--- src/rtl/uart_cmd_parser.sv ---
// uart_cmd_parser: ASCII command parser between a UART receiver and transmitter.
//   "L" HH term : set the 8-bit value register, drive led = ~value[5:0], reply 'K'
//   "R" term    : reply with value as two uppercase hex characters
//   Any malformed byte pulses cmd_err and replies '?'.
// Replies are queued in a FIFO_DEPTH-entry FIFO feeding tx_data/tx_valid.
// Optional build macro CMD_ECHO_EN: echo every accepted rx byte into the FIFO.
module uart_cmd_parser #(
   parameter int FIFO_DEPTH = 4
) (
   input  logic       clk,
   input  logic       rst,
   input  logic [7:0] rx_data,
   input  logic       rx_valid,
   output logic [7:0] tx_data,
   output logic       tx_valid,
   input  logic       tx_ready,
   output logic [5:0] led,
   output logic       cmd_err,
   output logic       ovf
);

   localparam int PW = $clog2(FIFO_DEPTH);
   localparam int CW = PW + 1;

   typedef enum logic [2:0] {IDLE, L_HI, L_LO, L_TERM, R_TERM, REPLY} state_t;

   state_t        state;
   logic [3:0]    hiNib;
   logic [3:0]    loNib;
   logic [7:0]    value;
   logic [7:0]    replyHi;
   logic [7:0]    replyLo;
   logic          replyTwo;
   logic          replyIdx;
   logic          cmdErr;
   logic          ovfFlag;
   logic          rxBad;
   logic          pushValid;
   logic [7:0]    pushData;
   logic          full;
   logic          pushOk;
   logic          pop;
   logic [7:0]    mem [FIFO_DEPTH];
   logic [PW-1:0] wrPtr;
   logic [PW-1:0] rdPtr;
   logic [CW-1:0] count;

   function automatic logic isHex(input logic [7:0] c);
      isHex = ((c >= 8'h30) && (c <= 8'h39)) ||
              ((c >= 8'h41) && (c <= 8'h46)) ||
              ((c >= 8'h61) && (c <= 8'h66));
   endfunction

   function automatic logic isTerm(input logic [7:0] c);
      isTerm = (c == 8'h0D) || (c == 8'h0A);
   endfunction

   // Digits map straight from the low nibble; letters (either case) have low nibble 1..6.
   function automatic logic [3:0] hexVal(input logic [7:0] c);
      if (c <= 8'h39) begin
         hexVal = c[3:0];
      end else begin
         hexVal = c[3:0] + 4'd9;
      end
   endfunction

   function automatic logic [7:0] toHex(input logic [3:0] n);
      if (n < 4'd10) begin
         toHex = {4'h3, n};
      end else begin
         toHex = 8'h37 + {4'h0, n};
      end
   endfunction

   assign tx_data  = mem[rdPtr];
   assign tx_valid = (count != {CW{1'b0}});
   assign cmd_err  = cmdErr;
   assign ovf      = ovfFlag;
   assign full     = (count == CW'(FIFO_DEPTH));
   assign pushOk   = pushValid && !full;
   assign pop      = tx_valid && tx_ready;

   // Decide whether the byte offered in the current state breaks the grammar.
   always_comb begin
      rxBad = 1'b0;
      case (state)
         IDLE:           rxBad = !((rx_data == 8'h4C) || (rx_data == 8'h52) || isTerm(rx_data));
         L_HI, L_LO:     rxBad = !isHex(rx_data);
         L_TERM, R_TERM: rxBad = !isTerm(rx_data);
         default:        rxBad = 1'b0;
      endcase
   end

   // Select the FIFO write source: reply bytes in REPLY, otherwise the optional echo.
   always_comb begin
      pushValid = 1'b0;
      pushData  = 8'h00;
      if (state == REPLY) begin
         pushValid = 1'b1;
         pushData  = replyIdx ? replyLo : replyHi;
      end else begin
`ifdef CMD_ECHO_EN
         pushValid = rx_valid;
         pushData  = rx_data;
`else
         pushValid = 1'b0;
         pushData  = 8'h00;
`endif
      end
   end

   // Command FSM: parse bytes, update value/led, stage reply bytes, raise error and overflow flags.
   always_ff @(posedge clk or posedge rst) begin
      if (rst) begin
         state    <= IDLE;
         hiNib    <= 4'h0;
         loNib    <= 4'h0;
         value    <= 8'h00;
         led      <= 6'b111111;
         replyHi  <= 8'h00;
         replyLo  <= 8'h00;
         replyTwo <= 1'b0;
         replyIdx <= 1'b0;
         cmdErr   <= 1'b0;
         ovfFlag  <= 1'b0;
      end else begin
         cmdErr <= 1'b0;
         if ((pushValid && full) || (rx_valid && (state == REPLY))) begin
            ovfFlag <= 1'b1;
         end
         if (rx_valid && rxBad) begin
            cmdErr   <= 1'b1;
            replyHi  <= 8'h3F;
            replyTwo <= 1'b0;
            replyIdx <= 1'b0;
            state    <= REPLY;
         end else begin
            case (state)
               IDLE: begin
                  if (rx_valid) begin
                     if (rx_data == 8'h4C) begin
                        state <= L_HI;
                     end else if (rx_data == 8'h52) begin
                        state <= R_TERM;
                     end else begin
                        state <= IDLE;
                     end
                  end
               end
               L_HI: begin
                  if (rx_valid) begin
                     hiNib <= hexVal(rx_data);
                     state <= L_LO;
                  end
               end
               L_LO: begin
                  if (rx_valid) begin
                     loNib <= hexVal(rx_data);
                     state <= L_TERM;
                  end
               end
               L_TERM: begin
                  if (rx_valid) begin
                     value    <= {hiNib, loNib};
                     led      <= ~{hiNib[1:0], loNib};
                     replyHi  <= 8'h4B;
                     replyTwo <= 1'b0;
                     replyIdx <= 1'b0;
                     state    <= REPLY;
                  end
               end
               R_TERM: begin
                  if (rx_valid) begin
                     replyHi  <= toHex(value[7:4]);
                     replyLo  <= toHex(value[3:0]);
                     replyTwo <= 1'b1;
                     replyIdx <= 1'b0;
                     state    <= REPLY;
                  end
               end
               REPLY: begin
                  if (replyTwo && !replyIdx) begin
                     replyIdx <= 1'b1;
                  end else begin
                     replyIdx <= 1'b0;
                     state    <= IDLE;
                  end
               end
               default: state <= IDLE;
            endcase
         end
      end
   end

   // Reply FIFO: full test uses the pre-pop count, so a push into a full FIFO drops even if a pop occurs.
   always_ff @(posedge clk or posedge rst) begin
      if (rst) begin
         for (int i = 0; i < FIFO_DEPTH; i++) begin
            mem[i] <= 8'h00;
         end
         wrPtr <= {PW{1'b0}};
         rdPtr <= {PW{1'b0}};
         count <= {CW{1'b0}};
      end else begin
         if (pushOk) begin
            mem[wrPtr] <= pushData;
            wrPtr      <= wrPtr + PW'(1);
         end
         if (pop) begin
            rdPtr <= rdPtr + PW'(1);
         end
         case ({pushOk, pop})
            2'b10:   count <= count + CW'(1);
            2'b01:   count <= count - CW'(1);
            default: count <= count;
         endcase
      end
   end

endmodule

--- config.mk ---
export PLATFORM = sky130hd
export DESIGN_NAME = uart_cmd_parser
export DESIGN_NICKNAME = d
export VERILOG_FILES = /design/src/rtl/uart_cmd_parser.sv
export SDC_FILE = /design/constraint.sdc
export NUM_CORES = 1
export LEC_CHECK = 0
export CAP_MARGIN = 0
export CORE_MARGIN = 2
export CORE_UTILIZATION = 40
export DETAILED_ROUTE_END_ITERATION = 8
export GPL_TIMING_DRIVEN = 0
export PLACE_DENSITY = 0.6
export SYNTH_ARGS = -nofsm -noshare
export SYNTH_HDL_FRONTEND = slang
export SYNTH_SLANG_ARGS = --single-unit
--- constraint.sdc ---
create_clock -name clk -period 5.8 [get_ports clk]
set_clock_uncertainty 0.05 [all_clocks]
set_input_delay 1.45 -clock clk [delete_from_list [all_inputs] [get_ports clk]]
set_output_delay 1.45 -clock clk [all_outputs]
set_load 0.1 [all_outputs]
======== Word level (Yosys, flattened, before mapping) ========
Index checks and enable logic that the tools add are counted.
W data, S select, Z words.
cells by class
  add/subtract/negate cells ............... 7
  multiply operators ...................... 0
  div/mod/pow operators ................... 0
  order comparisons ....................... 11
  equal/unequal tests ..................... 19
  shift-type cells ........................ 0
  muxes and demuxes ....................... 35
  bitwise gates (word level) .............. 4
  reduce and logical (&&, ||, !) cells .... 35
operators with widths
  cell                   count
  $mux W8                8
  $bwmux W32             1
  $mux W3                8
  $ne A3 B3 Y1 const B   6
  $bmux W8 S2            1
  $demux W8 S2           1
  $eq A8 B4 Y1 const B   2
  $eq A8 B7 Y1 const B   2
  $ge A8 B7 Y1 const B   2
  $le A8 B7 Y1 const B   2
  $pmux W8 S2            1
  $pmux W3 S5            1
  $reduce_and A3 Y1      5
  $add A6 B4 Y7 const A  2
  $mux W7                2
  $logic_and A1 B1 Y1    10
  $eq A3 B3 Y1 const B   3
  $reduce_bool A3 Y1     3
  $ge A8 B6 Y1 const B   1
  $le A8 B6 Y1 const B   1
  $lt A4 B4 Y1 const B   2
  $mux W1                7
  $eq A3 B2 Y1 const B   2
  $ge A3 B3 Y1 const B   2
  other kinds (23)       36
storage, ports and cells
  register bits after elaboration ......... 84
  latch bits .............................. 0
  memory bits (writable) .................. 0
  memory bits (read-only) ................. 0
  output and inout bits ................... 17
  memories ................................ 0

======== Logic depth before layout (Yosys ltp) ========
  word-level depth ........................ 9
  gate-level depth with buffers ........... 10

======== Least setup slack after synthesis ========
No wires, ideal clock.
  kind .................................... input to register
  from .................................... input port rx_data[5]
  to ...................................... register replyLo[5]
  library setup time ...................... 0.125 ns
  arrival time ............................ 2.905 ns
  slack ................................... 2.720 ns
  stages .................................. 4
  buffers on the path ..................... 0
  cell sequence ........................... or4b_4 -> o31ai_4 -> and4_1 -> mux2_2
between the ends
  cells in the longest elaborated chain, start to end .. 9
  elaborated cells between the ends (all ways) .. 25
  those cells by class .................... order compare (6); eq/ne (4); mux (1); bitwise (1); reduce/logical (13)
ends and longest elaborated chain
  element                                        RTL line  text
  start, declared                                12        input logic [7:0] rx_data,
  $ge A8 B6 Y1, or another cell as far along     49        isHex = ((c >= 8'h30) && (c <= 8'h39)) ||
  $logic_and A1 B1 Y1, on equally long branches  49, 50
  $logic_or A1 B1 Y1                             49
  $logic_or A1 B1 Y1                             50        ((c >= 8'h41) && (c <= 8'h46)) ||
  $logic_not A1 Y1                               88        L_HI, L_LO: rxBad = !isHex(rx_data);
  $pmux W1 S3 *                                  86        case (state)
  $logic_and A1 B1 Y1 *                          131       if (rx_valid && rxBad) begin
  $not A1 Y1 (no source line) *                  --
  $reduce_and A3 Y1 (no source line) *           --
  end signal, assigned                           175       replyLo <= toHex(value[3:0]);
  end, declared                                  32        logic [7:0] replyLo;
Every way passes the cells marked *; elsewhere a longest branch is shown, timed or not.
A chain may end at the register's enable or synchronous reset.

======== Worst setup path in the final report ========
  from .................................... register rdPtr[1]
  to ...................................... output port tx_data[2]
between the ends
  cells in the longest elaborated chain, start to end .. 4
ends and longest elaborated chain
  element                                     RTL line  text
  start, declared                             45        logic [PW-1:0] rdPtr;
  start signal, assigned                      202       rdPtr <= {PW{1'b0}};
  start signal, assigned                      210       rdPtr <= rdPtr + PW'(1);
  $not A2 Y3 (implied by the code)            75        assign tx_data = mem[rdPtr];
  $bmux W8 S2                                 75
  $mux W8 (implied by the code) (2 in a row)  75
  end, declared                               14        output logic [7:0] tx_data,
No other way between the ends. The select of a mux whose other input is x is not followed.

==> results.json <==
{
  "synth_edf_count": 0,
  "antennaDiodeCount": 0,
  "io_buffer_count": 26,
  "drt_wl_total_mm": 7.36,
  "synth_top_family_by_area": "compound AO/OA/AOI/OAI gates",
  "postSynthCellCount": 355,
  "critPathCaptureType": "output port",
  "avgViaCountPerCell": 5.01,
  "hold_buffers": 0,
  "postCtsSetupBuffers": 0,
  "grt_max_degree": 41,
  "synth_mux_area_frac": 0.120,
  "hp-start": "hiNib[1]$_DFFE_PP0P_",
  "cp-start-kind": "register",
  "leakage_nw": 1.92,
  "worstMarginPinSlew_ns": 0.975,
  "reg2reg_to": "count[2]$_DFFE_PP0P_",
  "clock_sinks": 78,
  "p_switching_mw": 1.29,
  "areaGrowthSynthToFinish_pct": 17.4,
  "ir_drop_uv": 324,
  "synth-seq-cells": 78,
  "fin_crit_ns": 4.24,
  "place.gp.congestion": 0.834,
  "drt_iter0_drc": 103,
  "pre_cts_ws_ns": 1.87,
  "reg2reg_slack_ns": 3.41,
  "gr-usage-all-layers": 0.155,
  "drtAntennaViolNets": 0,
  "finalInstanceArea_um2": 4510,
  "slew-limit-headroom": 0.348,
  "synth_ff_type": "dfrtp_1",
  "grt_pass1_vias": 2516,
  "final_cells": 527,
  "p_per_area_nw_per_um2": 615,
  "max-clock-path-buffers": 2,
  "final_common_cell": "dfrtp_1",
  "place_area_um2": 4290,
  "cp_max_fo": 8,
  "netSwitchingFraction": 0.464,
  "setup_viol": 0,
  "finalHoldViolations": 0,
  "ys_async_sr_fraction": 1.00,
  "synth_fp_nets": 380,
  "rr_worst_depth": 10,
  "worstHoldPathCells": 1,
  "power.share.sequential": 0.332,
  "p_int_mw": 1.49,
  "layout_common_cells": "72 x dfrtp_1, 45 x nor2_1, 43 x a21oi_1, 26 x clkdlybuf4s50_1",
  "rsz0062_at_grt": "false",
  "core_area_um2": 9280,
  "dp_hpwl_mm": 5.17,
  "synth_compound_area_frac": 0.137,
  "std_cell_rows": 35,
  "drc": 0,
  "yosys.area_share.adder": 0.0443,
  "cp.required_ns": 4.30,
  "cts_resized": 0,
  "setup_ws_ns": 1.56,
  "postSynthAreaPerCell_um2": 10.8,
  "synthSimpleGateAreaFrac": 0.120,
  "cts_tree": "yes",
  "slew_violations": 0,
  "fp.dieW_um": 102,
  "syn_area_um2": 3840,
  "cts.htree.levels": 3,
  "hp-class": "reg -> reg",
  "tns_ns": 0,
  "cts_buffers": 9,
  "die_h_um": 102,
  "max_freq_mhz": 236,
  "grt_pass1_wl_mm": 12.5,
  "seq_area_frac_synth": 0.510,
  "path_class": "reg -> out",
  "crit_chain": "clkbuf_1 -> mux4_2 -> clkdlybuf4s50_1",
  "initial_core_util": 0.414,
  "drv_cap": 0,
  "drive_gt1_frac": 0.173,
  "antenna_found_initial": 0,
  "p_total_mw": 2.77,
  "ys_warn_count": 0,
  "holdPathEnd": "led[5]$_DFFE_PP1P_",
  "die_area_um2": 10400,
  "dr.pass1.iters": 4,
  "cts.clk_slew.worst_paths_ns": 0.09,
  "p_comb_frac": 0.500,
  "overflow": 0,
  "wl_per_cell_um": 14.0,
  "outcome": "completed",
  "pwr-share-clk": 0.168,
  "reg2reg_from": "state[1]$_DFFE_PP0P_",
  "slowest_delay_ns": 0.98,
  "synth_xor_area_frac": 0.0251,
  "fin_crit_sh": 0.732,
  "route.vias.total": 2638,
  "post-place-cells": 511,
  "crit_arrival_ns": 2.74,
  "slowest_stage": "clkdlybuf4s50_1",
  "yosys.cell_types.count": 58,
  "io-pin-count": 29,
  "clock_latency_ns": 0.35,
  "cts-root-buf": "clkbuf_8",
  "layout.nets": 418
}
-- stage by stage --
step	util	hold WS, ns
floorplan	-	0.353
detailed placement	0.462	0.392
finish	0.486	0.395
global route	0.486	0.422
CTS	0.486	0.405
global placement	0.459	0.400
-- cell usage after synthesis, drive strengths merged (2+ instances only) --
cell type,number,area share
a21o,2,0.0039
dfrtp,72,0.47
mux4,7,0.041
dfstp,6,0.041
nand2,21,0.021
mux2i,10,0.026
ha,12,0.039
a21oi,43,0.056
mux2,18,0.053
and2,7,0.011
nor3b,2,0.0039
o21bai,3,0.0059
o21a,2,0.0039
nor2b,2,0.0033
nor3,2,0.0026
inv,22,0.021
buf,12,0.018
xnor2,7,0.016
clkbuf,4,0.0039
nand4,2,0.0072
a22oi,2,0.0052
a31oi,2,0.0033
o21ai,16,0.021
nand3,3,0.0039
nand3b,2,0.0039
or3,2,0.0036
nor2,45,0.044
xor2,4,0.0091
a211oi,2,0.0039
-- cell type report --
type | instances | area, µm²
Multi-Input combinational cell | 239 | 1720
Inverter | 22 | 85.1
Buffer | 16 | 82.6
Clock buffer | 9 | 124
Sequential cell | 78 | 1960
Timing Repair Buffer | 27 | 280
Tap cell | 129 | 161
Fill cell | 901 | 4770
Clock inverter | 7 | 103
-- worst max-delay path: cells and delay by family (launching register included) --
family / cells / cell delay [ns]
flip-flops: 1 / 0.33
buffers and inverters: 2 / 1.49
multiplexers: 1 / 0.58
-- power by group through the flow --
stage	Combinational, mW	Clock [mW]	Sequential (mW)
floorplan	0.986	0	1.05
global placement	1.37	0	0.926
detailed placement	1.39	0	0.933
CTS	1.40	0.481	0.922
global route	1.50	0.507	0.954
finish	1.39	0.467	0.921
-- how the worst max path moves through the flow --
stage	cells after the start	start	to
finish	3	rdPtr[1]$_DFFE_PP0P_	tx_data[2]
global route	3	rdPtr[1]$_DFFE_PP0P_	tx_data[2]
CTS	3	rdPtr[1]$_DFFE_PP0P_	tx_data[0]
detailed placement	6	rx_data[6]	loNib[3]$_DFFE_PP0P_
global placement	2	rst	cmd_err$_DFF_PP0_
floorplan	1	rst	cmd_err$_DFF_PP0_
-- cell families after synthesis --
logic type,count (synthesis)
compound gates,84
buf+inv,38
simple gates,95
other cells,1
xor+xnor,11
flops,78
mux,35
fa+ha+maj,13
-- per-layer routing --
layer  track usage  wire length, µm  vias to the layer above
met5             0                0                        -
met4        0.0338               74                        0
met3        0.0534              317                        8
met2         0.247             3490                       51
met1         0.205             3480                     1270
li1              -                -                     1309
-- registers in the layout, summed over array words and instances (netlist names) --
name / count
rdPtr: 2
replyHi: 7
hiNib: 4
replyIdx: 1
wrPtr: 2
cmd_err: 1
replyTwo: 1
replyLo: 7
state: 3
mem: 28
ovf: 1
led: 6
value: 8
loNib: 4
count: 3
Note: power is estimated with default switching activity, not from simulation.
